<file path="config.mk">
export PLATFORM = sky130hd
export DESIGN_NAME = shift_add_mac
export DESIGN_NICKNAME = d
export VERILOG_FILES = /design/src/rtl/shift_add_mac.sv
export SDC_FILE = /design/constraint.sdc
export NUM_CORES = 1
export LEC_CHECK = 0
export ABC_AREA = 1
export CAP_MARGIN = 20
export CORE_MARGIN = 10
export CORE_UTILIZATION = 26
export CTS_CLUSTER_DIAMETER = 50
export DETAILED_ROUTE_END_ITERATION = 7
export HOLD_SLACK_MARGIN = 0.03
export PLACE_DENSITY = 0.45
export SLEW_MARGIN = 0
export SYNTH_ARGS = -nofsm -noshare
export SYNTH_HDL_FRONTEND = slang
export SYNTH_SLANG_ARGS = --single-unit
</file>
<file path="constraint.sdc">
create_clock -name clk -period 2.2 [get_ports clk]
set_input_delay 0.33 -clock clk [delete_from_list [all_inputs] [get_ports clk]]
set_output_delay 0.33 -clock clk [all_outputs]
set_load 0.01 [all_outputs]
</file>
<file path="src/rtl/shift_add_mac.sv">
// ---------------------------------------------------------------------------
// shift_add_mac
//
// Iterative shift-and-add multiply-accumulate: p = a*b + c, one multiplier
// bit per clock.  A WIDTH-parametrised sequential version of the 2-bit
// product/carry logic, usable as an arithmetic leaf.
//
// Build option:
//   SHIFT_ADD_MAC_SIGNED_EN  - when defined, a, b, c and p are two's
//                              complement; otherwise all are unsigned.
//
// Parameters:
//   WIDTH      operand width, 2..32 (default 4)
//
// Ports:
//   clk        rising-edge clock
//   rst_n      asynchronous active-low reset
//   in_valid   operand set offered            (input handshake)
//   in_ready   unit can accept operands       (high only in IDLE)
//   a, b, c    multiplicand, multiplier, addend (WIDTH bits)
//   out_valid  p is valid                     (high only in DONE)
//   out_ready  consumer accepts p             (output handshake)
//   p          registered result, 2*WIDTH bits
//   busy       high while in BUSY
//
// Handshakes: a transfer happens on a rising edge where valid and ready are
// both high.  in_ready and out_valid are pure decodes of the registered
// state, so neither depends combinationally on in_valid/out_ready.  Once
// out_valid is high, p is held stable until the transfer completes.
// ---------------------------------------------------------------------------
module shift_add_mac #(
  parameter int WIDTH = 4
) (
  input  logic                 clk,
  input  logic                 rst_n,
  input  logic                 in_valid,
  output logic                 in_ready,
  input  logic [WIDTH-1:0]     a,
  input  logic [WIDTH-1:0]     b,
  input  logic [WIDTH-1:0]     c,
  output logic                 out_valid,
  input  logic                 out_ready,
  output logic [2*WIDTH-1:0]   p,
  output logic                 busy
);

  localparam int PW = 2 * WIDTH;
  localparam int CW = (WIDTH > 2) ? $clog2(WIDTH) : 1;
  localparam logic [CW-1:0] LAST_BIT = CW'(WIDTH - 1);

  typedef enum logic [1:0] {
    S_IDLE = 2'd0,
    S_BUSY = 2'd1,
    S_DONE = 2'd2
  } state_t;

  state_t          state;
  logic [CW-1:0]   cnt;
  logic [PW-1:0]   acc;
  logic [PW-1:0]   a_sh;    // a extended to PW bits, pre-shifted by cnt
  logic [WIDTH-1:0] b_sh;   // b shifted right so the current bit is b_sh[0]
  logic [PW-1:0]   acc_next;

  // Widen an operand to the accumulator width.
  function automatic logic [PW-1:0] extend(input logic [WIDTH-1:0] v);
`ifdef SHIFT_ADD_MAC_SIGNED_EN
    return {{WIDTH{v[WIDTH-1]}}, v};
`else
    return {{WIDTH{1'b0}}, v};
`endif
  endfunction

  // One accumulate step.  In signed mode the top multiplier bit carries
  // weight -2^(WIDTH-1), so its partial product is subtracted.
  always_comb begin
    acc_next = acc;
    if (b_sh[0]) begin
`ifdef SHIFT_ADD_MAC_SIGNED_EN
      if (cnt == LAST_BIT) acc_next = acc - a_sh;
      else                 acc_next = acc + a_sh;
`else
      acc_next = acc + a_sh;
`endif
    end
  end

  // Status outputs are registered alongside the state so they always match
  // a decode of it: in_ready=IDLE, busy=BUSY, out_valid=DONE.
  always_ff @(posedge clk or negedge rst_n) begin
    if (!rst_n) begin
      state     <= S_IDLE;
      cnt       <= '0;
      acc       <= '0;
      a_sh      <= '0;
      b_sh      <= '0;
      p         <= '0;
      in_ready  <= 1'b1;
      busy      <= 1'b0;
      out_valid <= 1'b0;
    end else begin
      case (state)
        S_IDLE: begin
          if (in_valid) begin
            acc      <= extend(c);
            a_sh     <= extend(a);
            b_sh     <= b;
            cnt      <= '0;
            state    <= S_BUSY;
            in_ready <= 1'b0;
            busy     <= 1'b1;
          end
        end
        S_BUSY: begin
          acc  <= acc_next;
          a_sh <= a_sh << 1;
          b_sh <= b_sh >> 1;
          cnt  <= cnt + 1'b1;
          if (cnt == LAST_BIT) begin
            // Final bit: publish the finished sum directly into p.
            p         <= acc_next;
            state     <= S_DONE;
            busy      <= 1'b0;
            out_valid <= 1'b1;
          end
        end
        S_DONE: begin
          if (out_ready) begin
            state     <= S_IDLE;
            out_valid <= 1'b0;
            in_ready  <= 1'b1;
          end
        end
        default: begin
          state     <= S_IDLE;
          in_ready  <= 1'b1;
          busy      <= 1'b0;
          out_valid <= 1'b0;
        end
      endcase
    end
  end

endmodule

</file>
# Word level (Yosys, flattened, before mapping)
# Index checks and enable logic that the tools add are counted.
# classes
n_addsub	2
eq_ne	6
n_mux	22
n_bitwise	3
reduce_logical	8
# op_table
op	count
case mux 8 bit (2 select lines)	2
2-to-1 mux 8 bit	3
AND reduction 3 bit	4
case mux 1 bit (3 select lines)	3
adder 8 bit	1
2-to-1 mux 2 bit	4
case mux 4 bit (2 select lines)	1
2-to-1 mux 1 bit	6
!= test 2 bit (second input constant)	3
case mux 2 bit (3 select lines)	1
equality test 2 bit (second input constant)	2
2-to-1 mux 4 bit	1
case mux 2 bit (2 select lines)	1
AND reduction 2 bit	2
NOT 1 bit	3
adder 2 x 1 -> 2 bit (second input constant)	1
equality test 2 x 1 -> 1 bit (second input constant)	1
logical NOT 2 bit	1
nonzero test 2 bit	1
# totals
reg_bits	35
inputBits	16
out_inout_bits	11
wordCells	50

# Depth between registers and ports, before layout
# Gate-level depths: netlist (run 1).
# depth
word_depth	3
mapped_depth	12
ltp_nobuf	12

# Least setup slack after synthesis (run 1)
# OpenSTA, ideal clock, no wires.
# synth_timing
kind	register to register
startpoint	register acc[0]
endpoint	register acc[4]
setup_ns	0.117
t_arrival_ns	1.500
required_ns	2.083
setup_slack_ns	0.583
stages_incl_launch_ff	12
path_buffers	0
period_less_slack_ns	1.617
cell_sequence	dfrtp_1 ha_1 inv_1 fa_1 inv_1 nand2_1 nand2_1 and2_4 or2_0 nand3_1 nand3_1 nand2_1
# synth_via
elab_chain_len	3
# synth_rtl
element	line	text
from (decl)	59	logic [PW-1:0] acc;
from (signal assigned)	104	acc <= extend(c);
from (signal assigned)	114	acc <= acc_next;
adder 8 bit	82	acc_next = acc + a_sh;
2-to-1 mux 8 bit	77	if (b_sh[0]) begin
case mux 8 bit (2 select lines)	101	case (state)
# Every way passes these cells.
# A chain may end at the register's enable or synchronous reset.

# Final worst setup path (run 1)
# layout_timing
startpoint	register acc[0]
endpoint	register p[4]
# layout_via
elab_chain_len	2
# layout_rtl
element	line	text
adder 8 bit	82	
2-to-1 mux 8 bit	77	
to (signal assigned)	120	p <= acc_next;
to (decl)	43	output logic [2*WIDTH-1:0] p,
# Every way passes these cells.

==> impl_summary.txt, run 1 <==
----------------------------------------------------
[Synthesis]
  Flops & latches, synth ... 35
  Syn nets ... 252
  Number of warnings reported in the yosys synthesis log ... 0
  Synthesized area ... approximately 1900 µm²
  Post-synthesis cell count ... 227
  Share of synthesized area occupied by flip-flops and latches ... between 40% and 50%
  Number of different library cells in the post-synthesis netlist ... 34
  Per-instance average area after synthesis ... about 8.4 µm²

[Critical path]
  Element type at the critical path start ... flip-flop
  Depth of the worst register-to-register path ... 11
  Worst Path Class, Setup ... flip-flop to flip-flop
  Required time at the endpoint of the critical path ... 2380 ps
  Delay of the slowest critical-path stage ... about 400 ps
  Total buffers and inverters traversed by the critical path ... 2
  Critical path peak fanout ... 3
  Cell type group with the largest total delay on the critical path ... simple AND/OR/NAND/NOR gates
  Most frequent cell on the critical path ... sky130_fd_sc_hd__nand2_1
  Slowest CP cell ... sky130_fd_sc_hd__fa_1
  Data arrival time at the worst-slack endpoint ... around 2000 ps
  Sort of element at the end of the critical path ... flip-flop
  Instance count on the critical path ... 11
  CP Cell Sequence ... ha_1, inv_1, fa_1, inv_1, nand2_1, nand2_1, and2_4, or2_0, nand3_1, nand3_1, nand2_1

[Finish]
  Number of fill cells in the layout ... 782
  Fraction of layout instances using a drive strength above 1 ... 10.2%
  # diodes ... 0
  Most common cell after layout, fill and taps aside ... sky130_fd_sc_hd__nand2_1
  Commonest non-fill, non-tap cells in the layout ... 67 x sky130_fd_sc_hd__nand2_1, 34 x sky130_fd_sc_hd__dfrtp_1, 25 x sky130_fd_sc_hd__clkdlybuf4s50_1
  Area growth from synthesis to layout ... 23.5%
  Final #Nets ... 280

[Detailed routing]
  Ratio of routed vias to standard cells ... ~4.3
  Remaining routing DRC violations ... 0
  Number of nets with antenna violations after detailed routing ... 0
  Detailed-router iteration count before antenna repair ... 4
  Routed via count ... 1,543
  Starting DRT DRC Count ... 51
  Per-cell routed wire length ... about 13 µm
  Wirelength, routed ... between 4000 and 5000 µm

[Floorplan]
  Vertical die dimension ... approximately 110 µm
  Core outline area ... about 7000 µm²
  Area enclosed by the die boundary ... approximately 11,000 µm²
  IO Count ... 27
  Cell row count ... 31
  Die outline width ... 106 µm
  Initial Util ... a little over a quarter

[GRT]
  Remaining Overflow, GRT ... 0
  Number of global-route vias before repair ... 1,588
  Initial antenna violation count ... 0
  First-pass GRT wire length ... around 8000 µm
  Total GRT Usage ... 8.65%
  Largest net degree at the start of global routing ... 36

[Timing]
  PnR worst setup slack ... 410 ps
  Max Freq ... 559 MHz
  Total of endpoints with negative setup slack in the final report ... 0
  Worst rel slew slack ... ~46%
  Clock skew ... roughly 7.5 ps
  Final-layout setup total negative slack ... 0 ps
  Final number of hold-violating endpoints ... 0
  Worst slew pin tran ... 814 ps
  RSZ-0062 raised after global routing ... false
  Min Clock Period, post-route ... ~1800 ps
  Final cycle utilization of the critical path ... about four fifths
  Max-slew violation count ... 0

[CTS]
  Clock insertion delay at the later pin of the skew report ... between 200 and 300 ps
  # resized after CTS ... 0
  Post-CTS setup buffer count ... 0
  Post-CTS Hold Fix Bufs ... 0
  Clock buffer depth ... 2
  Clock tree from TritonCTS ... yes
  CTS root buf ... sky130_fd_sc_hd__clkbuf_8
  Number of H-tree branching levels ... 2
  Number of buffers inserted during clock tree synthesis ... 5
  Clock-pin slew of the registers on the worst-case setup and hold paths ... about 80 ps
  Clock Sink Count ... 35

[Placement]
  Setup Slack @ Placement ... 357 ps
  Number of buffers added on ports ... 26
  Hpwl dp ... 3390 µm
  Global placer's final weighted congestion ... around 0.8

[Status]
  Run status ... completed

[Pwr]
  Leakage ... 1.13 nW
  Total power divided by cell area ... 1550 nW/µm²
  VDD IR-drop max ... 0.581 mV

[Job]
  Max-cap violation count ... 0

[Hold path]
  Type of the worst min-delay path ... input port to async pin

----------------------------------------------------
-- metrics by stage --
stage | util, % | hold WS (ps) | area [µm²] | total power, mW | std cells
after floorplan | - | 34.4 | 1900 | 2.56 | 227
after global placement | 31.2 | 459 | 2240 | 3.08 | 347
after detailed placement | 31.2 | 464 | 2240 | 3.10 | 347
after CTS | 32.7 | 164 | 2350 | 3.71 | 355
after global routing | 32.7 | 190 | 2350 | 4.05 | 355
final | 32.7 | 137 | 2350 | 3.63 | 355
-- layout make-up --
type	count	area [µm²]	share of cell area, %
repair buffers	27	263	11.2
inverters	24	97.6	4.16
flip-flops and latches	35	877	37.3
multi-input cells	162	875	37.2
clock inverters	3	43.8	1.86
well taps	99	124	5.27
clock buffers	5	68.8	2.93
-- routing by layer --
| layer | GRT usage, % | routed length (µm) | vias to the layer above |
|---|---|---|---|
| met5 | 0 | 0 | - |
| met4 | 2.03 | 17 | 0 |
| met2 | 14.2 | 2190 | 25 |
| met3 | 2.86 | 247 | 2 |
| met1 | 10.8 | 2130 | 727 |
| li1 | - | - | 789 |
-- report_power, final --
group / switching [mW] / internal, mW
clock: 0.251 / 0.338
sequential: 0.229 / 0.942
combinational: 1.09 / 0.783
-- registers in the layout (all words and copies together) (netlist names) --
signal and count:
busy 1, a_sh 8, cnt 2, acc 8, b_sh 4, p 8
in_ready 1, state 2, out_valid 1
-- worst reg2reg max path, delay by kind of cell (launching register included) --
family	cells	cell delay, ps
flip-flops	1	390
buffers and inverters	2	120
AND/OR/NAND/NOR	7	600
adder cells (fa/ha/maj)	2	580
-- cell usage after synthesis --
master / instances / area (µm²)
sky130_fd_sc_hd__o221ai_1: 2 / 17.5
sky130_fd_sc_hd__o22ai_1: 3 / 18.8
sky130_fd_sc_hd__inv_2: 2 / 7.51
sky130_fd_sc_hd__nand3b_1: 3 / 22.5
sky130_fd_sc_hd__fa_1: 1 / 20.0
sky130_fd_sc_hd__a22o_1: 1 / 8.76
sky130_fd_sc_hd__o21ai_0: 12 / 60.1
sky130_fd_sc_hd__dfstp_2: 1 / 26.3
sky130_fd_sc_hd__xor2_1: 1 / 8.76
sky130_fd_sc_hd__buf_6: 3 / 33.8
sky130_fd_sc_hd__or2_2: 5 / 31.3
sky130_fd_sc_hd__o21ai_1: 9 / 45.0
sky130_fd_sc_hd__inv_4: 1 / 6.26
sky130_fd_sc_hd__o21ai_2: 1 / 8.76
sky130_fd_sc_hd__nand2_1: 67 / 251
sky130_fd_sc_hd__nor2_8: 2 / 40.0
sky130_fd_sc_hd__nand2_2: 1 / 6.26
sky130_fd_sc_hd__nand2_4: 1 / 11.3
sky130_fd_sc_hd__inv_6: 1 / 8.76
sky130_fd_sc_hd__dfrtp_1: 34 / 851
sky130_fd_sc_hd__nand3_1: 17 / 85.1
sky130_fd_sc_hd__a22oi_1: 1 / 7.51
sky130_fd_sc_hd__o21bai_1: 1 / 7.51
sky130_fd_sc_hd__buf_4: 2 / 15.0
sky130_fd_sc_hd__o211ai_1: 1 / 7.51
sky130_fd_sc_hd__or2_0: 1 / 6.26
sky130_fd_sc_hd__and2_4: 1 / 8.76
sky130_fd_sc_hd__a21oi_1: 6 / 30.0
sky130_fd_sc_hd__clkbuf_1: 1 / 3.75
sky130_fd_sc_hd__inv_1: 20 / 75.1
sky130_fd_sc_hd__xnor2_1: 1 / 8.76
sky130_fd_sc_hd__or2_1: 1 / 6.26
sky130_fd_sc_hd__nor2_1: 15 / 56.3
sky130_fd_sc_hd__ha_1: 8 / 100
-- final timing paths --
path / startpoint / endpoint / slack [ps]
hold / removal: rst_n / out_valid / 140
min in group clk: p[0] / p[0] / 480
max in group asynchronous: rst_n / b_sh[2] / 1550
setup reg to reg: acc[0] / p[4] / 410
setup / recovery: acc[0] / p[4] / 410
hold reg to reg: p[0] / p[0] / 480
-- logic make-up after synthesis --
kind of cell,synth area share [%]
adder cells (fa/ha/maj),6.32
flip-flops,46.1
XOR/XNOR,0.921
AO/OA/AOI/OAI,11.1
AND/OR/NAND/NOR,27.6
buffers and inverters,7.89
Power figures use the tool's default switching activity.
==> run 2, diff against run 1 <==
- clock period: 2.2 -> 1.7 ns (I/O delays scaled with it)
==> impl_summary.txt, run 2 (synthesized netlist as in run 1, its figures left out) <==
----------------------------------------------------
[Status]
  Run status ... completed

[CTS]
  Number of H-tree branching levels ... 2 (unchanged)
  Clock tree from TritonCTS ... yes
  Clock insertion delay at the later pin of the skew report ... 290 ps (about the same)
  Clock-pin slew of the registers on the worst-case setup and hold paths ... 80 ps (about the same)
  Clock Sink Count ... 35 (unchanged)
  Number of buffers inserted during clock tree synthesis ... 5 (unchanged)
  CTS root buf ... sky130_fd_sc_hd__clkbuf_8
  Clock buffer depth ... 2 (unchanged)

[Detailed routing]
  Remaining routing DRC violations ... 0 (unchanged)
  Ratio of routed vias to standard cells ... 4.27 (-1.7%)
  Routed via count ... 1,581 (+2.5%)
  Per-cell routed wire length ... 12.6 µm (-2.4%)
  Starting DRT DRC Count ... 48 (-5.9%)
  Wirelength, routed ... 4660 µm (+1.7%)
  Detailed-router iteration count before antenna repair ... 4 (unchanged)
  Number of nets with antenna violations after detailed routing ... 0 (unchanged)

[Timing]
  Final cycle utilization of the critical path ... 97.7% (+16 points)
  Min Clock Period, post-route ... 1660 ps (-129 ps)
  RSZ-0062 raised after global routing ... true
  Final number of hold-violating endpoints ... 0 (unchanged)
  Max-slew violation count ... 0 (unchanged)
  Worst rel slew slack ... 72.3% (+27 points)
  Total of endpoints with negative setup slack in the final report ... 0 (unchanged)
  Clock skew ... 6.78 ps (-0.753 ps)
  Worst slew pin tran ... 415 ps (-399 ps)
  Max Freq ... 602 MHz (+7.8%)

[Job]
  Max-cap violation count ... 0 (unchanged)

[Floorplan]
  IO Count ... 27 (unchanged)
  Area enclosed by the die boundary ... 11,100 µm² (unchanged)
  Vertical die dimension ... 106 µm (unchanged)
  Die outline width ... 106 µm (unchanged)
  Cell row count ... 31 (unchanged)
  Core outline area ... 7180 µm² (unchanged)
  Initial Util ... 26.5% (unchanged)

[Critical path]
  Launch point of the worst path ... acc[0]
  Depth of the worst register-to-register path ... 11 (unchanged)
  Sort of element at the end of the critical path ... flip-flop
  Reg2Reg Launch Point ... acc[0]
  Element type at the critical path start ... flip-flop
  Critical path peak fanout ... 2 (-1)
  Data arrival time at the worst-slack endpoint ... 1840 ps (-130 ps)
  Required time at the endpoint of the critical path ... 1880 ps (-500 ps)
  Worst Path Class, Setup ... flip-flop to flip-flop

[Placement]
  Number of buffers added on ports ... 26 (unchanged)
  Hpwl dp ... 3580 µm (+5.7%)
  Global placer's final weighted congestion ... 0.756 (-4.5%)
  Cells after DPL ... 359 (+3.5%)
  Cell area after placement ... 2340 µm² (+4.6%)

[Pwr]
  Design Power ... 5.33 mW (+47%)
  Total power divided by cell area ... 2060 nW/µm² (+33%)
  VDD IR-drop max ... 0.753 mV (+30%)
  Leakage ... 1.21 nW (+7.4%)

[GRT]
  Number of global-route vias before repair ... 1,693 (+6.6%)
  Largest net degree at the start of global routing ... 20 (-44%)
  Total GRT Usage ... 8.76% (+0.12 points)
  Initial antenna violation count ... 0 (unchanged)
  First-pass GRT wire length ... 7940 µm (about the same)
  Remaining Overflow, GRT ... 0 (unchanged)

[Finish]
  Commonest non-fill, non-tap cells in the layout ... 66 x sky130_fd_sc_hd__nand2_1, 34 x sky130_fd_sc_hd__dfrtp_1, 25 x sky130_fd_sc_hd__clkdlybuf4s50_1
  Final #Nets ... 295 (+5.4%)
  Fraction of layout instances using a drive strength above 1 ... 21.0% (+11 points)
  # diodes ... 0 (unchanged)
  Number of fill cells in the layout ... 750 (-4.1%)
  Largest registers ... a_sh x8, acc x8, p x8
  Area growth from synthesis to layout ... 36.0%
  Summed area of non-filler cells in the final layout ... 2590 µm² (+10%)
  Count of placed standard cells in the final layout, fillers left out ... 370 (+4.2%)
  Most common cell after layout, fill and taps aside ... sky130_fd_sc_hd__nand2_1

[Hold path]
  Type of the worst min-delay path ... input port to async pin

----------------------------------------------------
-- run 2: worst paths after layout --
check | end | slack [ps]
setup / recovery | acc[4] | 40
hold / removal | state[1] | 430
setup reg to reg | acc[4] | 40
hold reg to reg | b_sh[3] | 480
max in group asynchronous | in_ready | 750
min in group clk | b_sh[3] | 480
-- run 2: repair_timing --
item / 4_1_cts / 5_1_grt
endpoints found under the setup margin: 1 / 13
endpoints found under the hold margin: 16 / 0
gates resized for setup: 0 / 19
buffers inserted: 0 / 2
hold buffers: 1 / 0
pin swaps: 0 / 3
cloned: 0 / 0
-- run 2: report_power, final --
group          internal [mW]  total [mW]  switching (mW)
Clock                  0.585       0.908           0.323
Sequential              1.22        1.50           0.281
Combinational           1.35        2.92            1.58
-- run 2: cell type report --
| cell class | instances | area (µm²) | area share (%) |
|---|---|---|---|
| clock inverter | 3 | 67.6 | 2.61 |
| multi-input combinational | 162 | 961 | 37.2 |
| sequential | 35 | 877 | 33.9 |
| inverter | 24 | 97.6 | 3.77 |
| timing repair buffer | 42 | 390 | 15.1 |
| tap | 99 | 124 | 4.79 |
| clock buffer | 5 | 68.8 | 2.66 |
-- run 2: critical path: stages (launching register included) --
cell and delay, ps:
sky130_fd_sc_hd__dfrtp_1 350, sky130_fd_sc_hd__ha_2 180, sky130_fd_sc_hd__inv_2 40, sky130_fd_sc_hd__fa_2 340, sky130_fd_sc_hd__inv_2 50, sky130_fd_sc_hd__nand2_1 40
sky130_fd_sc_hd__nand2_1 70, sky130_fd_sc_hd__and2_4 140, sky130_fd_sc_hd__or2_0 100, sky130_fd_sc_hd__nand3_1 100, sky130_fd_sc_hd__nand3_1 100, sky130_fd_sc_hd__nand2_1 50
-- run 2: per-layer routing --
layer	share of wire [%]	GRT usage (%)	vias to the layer above
li1	-	-	820
met1	46	10.6	730
met2	48	14.3	26
met3	5.7	3.23	5
met4	0.73	2.51	0
met5	0	0	-
-- run 2: per-stage QoR --
stage	TNS (ps)	setup WS, ps	utilization, %	hold slack [ps]
final	0	38.7	36.0	427
after global routing	-402	-122	36.0	478
after global placement	0	32.4	32.6	218
after floorplan	0	82.9	-	-40.6
after CTS	-7.36	-7.36	34.6	437
after detailed placement	0	12.0	32.6	216
